===== src/rtl/mem_arbiter.sv =====
// Shared-memory arbiter: grants one of icache/dcache at a time, dcache priority.
// Define MEM_ARB_STARVE_GUARD_EN to bound icache wait to STARVE_LIMIT dcache grants.
module mem_arbiter #(
    parameter int DATA_W = 32,
    parameter int ADDR_W = 30
`ifdef MEM_ARB_STARVE_GUARD_EN
    ,
    parameter int STARVE_LIMIT = 4
`endif
) (
    input  logic                       CLK,
    input  logic                       nRST,
    output logic                       DUT_error,
    input  logic                       imem_REN,
    input  logic [ADDR_W-1:0]          imem_block_addr,
    output logic                       imem_hit,
    output logic [1:0][DATA_W-1:0]     imem_load,
    input  logic                       dmem_REN,
    input  logic                       dmem_WEN,
    input  logic [ADDR_W-1:0]          dmem_block_addr,
    input  logic [1:0][DATA_W-1:0]     dmem_store,
    output logic                       dmem_hit,
    output logic [1:0][DATA_W-1:0]     dmem_load,
    output logic                       mem_REN,
    output logic                       mem_WEN,
    output logic [ADDR_W-1:0]          mem_block_addr,
    output logic [1:0][DATA_W-1:0]     mem_store,
    input  logic                       mem_hit,
    input  logic [1:0][DATA_W-1:0]     mem_load
);
    typedef enum logic [1:0] {IDLE, IGNT, DGNT} state_t;

    state_t state, state_nxt;
    logic   dreq;
    logic   starve_fire;

    assign dreq = dmem_REN | dmem_WEN;

`ifdef MEM_ARB_STARVE_GUARD_EN
    localparam int CNT_W = $clog2(STARVE_LIMIT + 1);

    logic [CNT_W-1:0] starve_cnt;

    function automatic logic [CNT_W-1:0] sat_inc(input logic [CNT_W-1:0] v);
        return (v == CNT_W'(STARVE_LIMIT)) ? v : v + 1'b1;
    endfunction

    // Counts dcache grants the icache had to watch; an icache grant clears it.
    always_ff @(posedge CLK or negedge nRST) begin
        if (!nRST) begin
            starve_cnt <= '0;
        end else if (state == IDLE) begin
            if (state_nxt == IGNT)
                starve_cnt <= '0;
            else if (state_nxt == DGNT && imem_REN)
                starve_cnt <= sat_inc(starve_cnt);
        end
    end

    assign starve_fire = imem_REN && (starve_cnt == CNT_W'(STARVE_LIMIT));
`else
    assign starve_fire = 1'b0;
`endif

    always_ff @(posedge CLK or negedge nRST) begin
        if (!nRST) state <= IDLE;
        else       state <= state_nxt;
    end

    always_ff @(posedge CLK or negedge nRST) begin
        if (!nRST) DUT_error <= 1'b0;
        else       DUT_error <= dmem_REN & dmem_WEN;
    end

    // Granted request is forwarded live so an abort drops mem_REN/WEN the same cycle.
    always_comb begin
        state_nxt      = state;
        mem_REN        = 1'b0;
        mem_WEN        = 1'b0;
        mem_block_addr = '0;
        mem_store      = '0;
        imem_hit       = 1'b0;
        imem_load      = '0;
        dmem_hit       = 1'b0;
        dmem_load      = '0;
        case (state)
            IDLE: begin
                if (dreq && !starve_fire) state_nxt = DGNT;
                else if (imem_REN)        state_nxt = IGNT;
            end
            IGNT: begin
                mem_REN        = imem_REN;
                mem_block_addr = imem_block_addr;
                imem_hit       = mem_hit;
                if (mem_hit) imem_load = mem_load;
                if (mem_hit || !imem_REN) state_nxt = IDLE;
            end
            DGNT: begin
                mem_REN        = dmem_REN;
                mem_WEN        = dmem_WEN;
                mem_block_addr = dmem_block_addr;
                mem_store      = dmem_store;
                dmem_hit       = mem_hit;
                if (mem_hit) dmem_load = mem_load;
                if (mem_hit || !dreq) state_nxt = IDLE;
            end
            default: state_nxt = IDLE;
        endcase
    end
endmodule


===== config.mk =====
export PLATFORM = sky130hd
export DESIGN_NAME = mem_arbiter
export DESIGN_NICKNAME = d
export VERILOG_FILES = /design/src/rtl/mem_arbiter.sv
export SDC_FILE = /design/constraint.sdc
export NUM_CORES = 1
export LEC_CHECK = 0
export BUFFER_PORTS_ARGS = -buffer_cell sky130_fd_sc_hd__buf_2
export CAP_MARGIN = 20
export CELL_PAD_IN_SITES_DETAIL_PLACEMENT = 0
export CELL_PAD_IN_SITES_GLOBAL_PLACEMENT = 2
export CORE_AREA = 4 4 160 162
export DETAILED_ROUTE_END_ITERATION = 12
export DIE_AREA = 0 0 164 166
export PLACE_DENSITY = 0.88
export SYNTH_ARGS = -nofsm -noshare
export SYNTH_HDL_FRONTEND = slang
export SYNTH_SLANG_ARGS = --single-unit

===== constraint.sdc =====
create_clock -name CLK -period 2.55 [get_ports CLK]
set_clock_uncertainty 0.15 [all_clocks]
set_input_delay 0.1275 -clock CLK [delete_from_list [all_inputs] [get_ports CLK]]
set_output_delay 0.1275 -clock CLK [all_outputs]
set_load 0.02 [all_outputs]

Yosys cells after proc, flatten, opt, wreduce, memory -nomap -nowiden:

Index checks and enable logic that the tools add are counted.

* register bits after elaboration: 3
* latch bits: 0
* RAM bits: 0
* ROM bits: 0
* input port bits: 194
* output and inout bits: 227
* word-level logic and storage cells: 29
* memories kept: 0

* $add $sub $neg: 0
* $mul: 0
* div/mod/pow operators: 0
* order comparisons: 0
* equality and inequality tests: 5
* shift operators: 0
* mux-type cells: 14
* bitwise operators: 2
* reduce and logical (&&, ||, !) cells: 6

Operator list (count)
* 64-bit 2-to-1 mux: 4
* 30-bit case mux with 2 select lines: 1
* 2-bit 2-to-1 mux: 4
* 2-bit case mux with 3 select lines: 1
* 2-bit inequality test, second input constant: 2
* 1-bit 2-to-1 mux: 3
* 3-bit inequality test, second input constant: 1
* 3-bit AND reduction: 1
* 2-bit by 1-bit equality test with 1-bit output, second input constant: 1
* 2-bit equality test, second input constant: 1
* 1-bit logical NOT: 2
* 2-bit logical NOT: 1
* 1-bit logical OR: 2
* 1-bit case mux with 2 select lines: 1
* 1-bit bitwise AND: 1
* 1-bit bitwise OR: 1

Depth between registers and ports, before layout:

* depth in word-level cells: 5
* depth in mapped cells: 6

Worst setup path before layout:

Ideal clock, no wire load.

* path type: reg2out
* start: register state[0]
* end: output mem_REN
* arrival time: 1336 ps
* data required time: 2273 ps
* slack: 937 ps
* stages on the path, launching flop included: 5
* path buffers: 1
* path through: dfrtp_1 > inv_1 > ha_1 > clkbuf_1 > nor2b_1

* cells in the longest elaborated chain, start to end: 2

RTL lines
* start, declared: line 33 `state_t state, state_nxt;`
* start signal, assigned: line 67 `else state <= state_nxt;`
* 2-bit equality test / 2-bit by 1-bit equality test with 1-bit output (equally long branches): line 86 `case (state)`
* 1-bit case mux with 2 select lines (*): line 86
* end, declared: line 24 `output logic mem_REN,`

Every way passes the cells marked *; elsewhere a longest branch is shown, timed or not.

Worst setup path after layout:

* start: register state[0]
* end: output mem_block_addr[12]

* cells in the longest elaborated chain, start to end: 2

RTL lines
* 2-bit equality test / 2-bit by 1-bit equality test with 1-bit output (equally long branches): line 86
* 30-bit case mux with 2 select lines (*): line 86
* end, declared: line 26 `output logic [ADDR_W-1:0] mem_block_addr,`

Marks and branches as above.

==> flow_metrics.tcl <==
set metrics [dict create \
    dieArea_um2 27200 \
    grtUsageMet2 0.172 \
    max-slew-margin-rel 0.659 \
    crit_path_end_kind "output port" \
    cts_tree "done" \
    clock-sinks 3 \
    path_clk_slew_ps 30 \
    worst_pin_slew_ps 511 \
    maxSlewViolCount 0 \
    die_x_um 164 \
    grt_use_met1 0.101 \
    dr.pass1.iters 4 \
    post_cts_resize_count 0 \
    max_freq_mhz 462 \
    grt_max_degree 135 \
    synth_seq_cells 3 \
    grt_overflow 0 \
    hpwl_mm 11.3 \
    yosysTopAreaCell "and3_1" \
    vias_per_cell 3.68 \
    status "complete, no violations" \
    clock_latency_ps 220 \
    syn_area_um2 2130 \
    gr-max-usage-layer "met2" \
    synth_top_area_frac 0.375 \
    ant_nets 0 \
    clock_path_buffers 2 \
    hold_path_class "input port to flop" \
    initial_core_util 0.0885 \
    crit_family "buffers and inverters" \
    vdd_ir_drop_max_v 0.000243 \
    final_cell_mix "420 x buf_2, 128 x and3_1, 68 x and2_1, 31 x a22oi_1, 31 x nor2b_1" \
    yosys_warnings 0 \
    grt_pass1_wl_mm 19.4 \
    min_period_over_period 0.848 \
    cp_slowest_cell "buf_4" \
    drt_iter0_drc 167 \
    drive_gt1_frac 0.606 \
    io_pins 421 \
    wire_per_inst_um 13.3 \
    cts_max_level 1 \
    wirelength_mm 13.8 \
    routabilityCongestion 0.841 \
    maxCapViolCount 0 \
    rsz0062_at_grt "false" \
    period_minus_slack_ps 2160 \
    synth_cell_types 20 \
    final_common_cell "buf_2" \
    worstSetupPathType "flop to output port" \
    syn_avg_cell_area_um2 6.55 \
    synth.top_cells.by_area "and3_1 38%, and2_1 20%, a22oi_1 11%, nor2b_1 9.1%, buf_2 4.5%" \
    p_per_area_nw_per_um2 693 \
    grt_pass1_vias 3614 \
    synth_nets 525 \
    cp_data_required_time_ps 2270 \
    cp-start-kind "flop" \
    vias 3817 \
    hold_viol 0 \
    drc 0 \
    antenna_found_initial 0 \
    cts_inserted_buffers 3 \
    setup_violations 0 \
    tns_ps 0 \
    met3_usage 0.0122 \
    critPathArrivalTime_ps 1890 \
    fp.coreArea_um2 24100 \
    io_buffers 420 \
    total_power_mw 3.16 \
    synthCells 326 \
    antenna_cells 0 \
    track_usage 0.0873 \
    syn2layout_area_growth_pct 114 \
    p_leak_nw 3.17 \
    die_y_um 166 \
    crit_buf_inv 3 \
    rows 57 \
    yosysSeqAreaShare 0.0352 \
    final_nets 914 \
    crit_chain "inv_1 > ha_2 > buf_4 > a22oi_1 > nor2b_1 > buf_2" \
    cp_slowest_stage_delay_ps 430 \
    cp_max_fo 66 \
    cts_root_buffer "clkbuf_16" \
]
[cells in the mapped netlist]
master,count
nor2_1,1
nor2b_1,31
buf_2,19
nand2_1,2
o21ai_0,1
a21oi_1,3
and2_1,68
o21ai_2,1
inv_1,3
buf_6,8
clkbuf_2,2
o2bb2ai_1,1
ha_1,5
a22oi_1,31
clkbuf_1,15
nand2b_1,2
dfrtp_1,3
o221ai_1,1
and3_1,128
o221a_1,1
[cells by family (layout without fill, tap and decap cells)]
family / count (synthesis) / in the layout / share of synthesized area
adder cells (fa/ha/maj): 5 / 5 / 0.0293
AO/OA/AOI/OAI: 39 / 39 / 0.136
flip-flops: 3 / 3 / 0.0352
AND/OR/NAND/NOR: 232 / 232 / 0.676
buffers and inverters: 47 / 435 / 0.123
[report_power, final]
group	leakage (nW)	internal [mW]	switching, mW
Clock	0.0382	0.206	0.0447
Sequential	0.0386	0.0593	0.0102
Combinational	3.10	1.03	1.81
[sequential cells by signal, summed over array words and instances (netlist names)]
signal / cells
state: 2
DUT_error: 1
[final cells by class]
cell class / count / area, µm²
Timing Repair Buffer: 428 / 2190
Fill cell: 2826 / 19500
Clock buffer: 4 / 78.8
Sequential cell: 3 / 75.1
Tap cell: 324 / 405
Inverter: 3 / 11.3
Multi-Input combinational cell: 276 / 1800
[final timing paths]
| check | start | endpoint | slack (ps) | cells past startpoint |
|---|---|---|---|---|
| worst max-delay path | state[0] | mem_block_addr[12] | 390 | 6 |
| worst max register to register | state[0] | state[1] | 600 | 6 |
| worst min-delay path | dmem_WEN | DUT_error | 30 | 2 |
| worst min register to register | state[0] | state[0] | 450 | 1 |
| max in group asynchronous | nRST | state[0] | 2030 | 2 |
| min in group asynchronous | nRST | state[1] | 110 | 2 |
[metrics by stage]
step / hold WS, ps / util / area [µm²] / worst slack [ps] / std cells
final: 32.2 / 0.189 / 4560 / 387 / 1038
after global routing: 57.6 / 0.189 / 4560 / 187 / 1038
after CTS: 34.5 / 0.189 / 4560 / 351 / 1038
after detailed placement: -220 / 0.186 / 4470 / 595 / 1033
after global placement: -221 / 0.186 / 4470 / 597 / 1033
after floorplan: -318 / - / 2130 / 937 / 326
[timing repair]
item                                   in CTS  in global routing
setup buffers                               0                  0
hold buffers                                1                  0
endpoints found under the hold margin       3                  0
[metal layers]
layer  vias to the layer above  wire [µm]
met5                         -          0
li1                       1917          -
met1                      1649       5320
met4                         0         82
met3                         9       1430
met2                       242       6940
No activity file was read; power rests on OpenSTA's default activity.
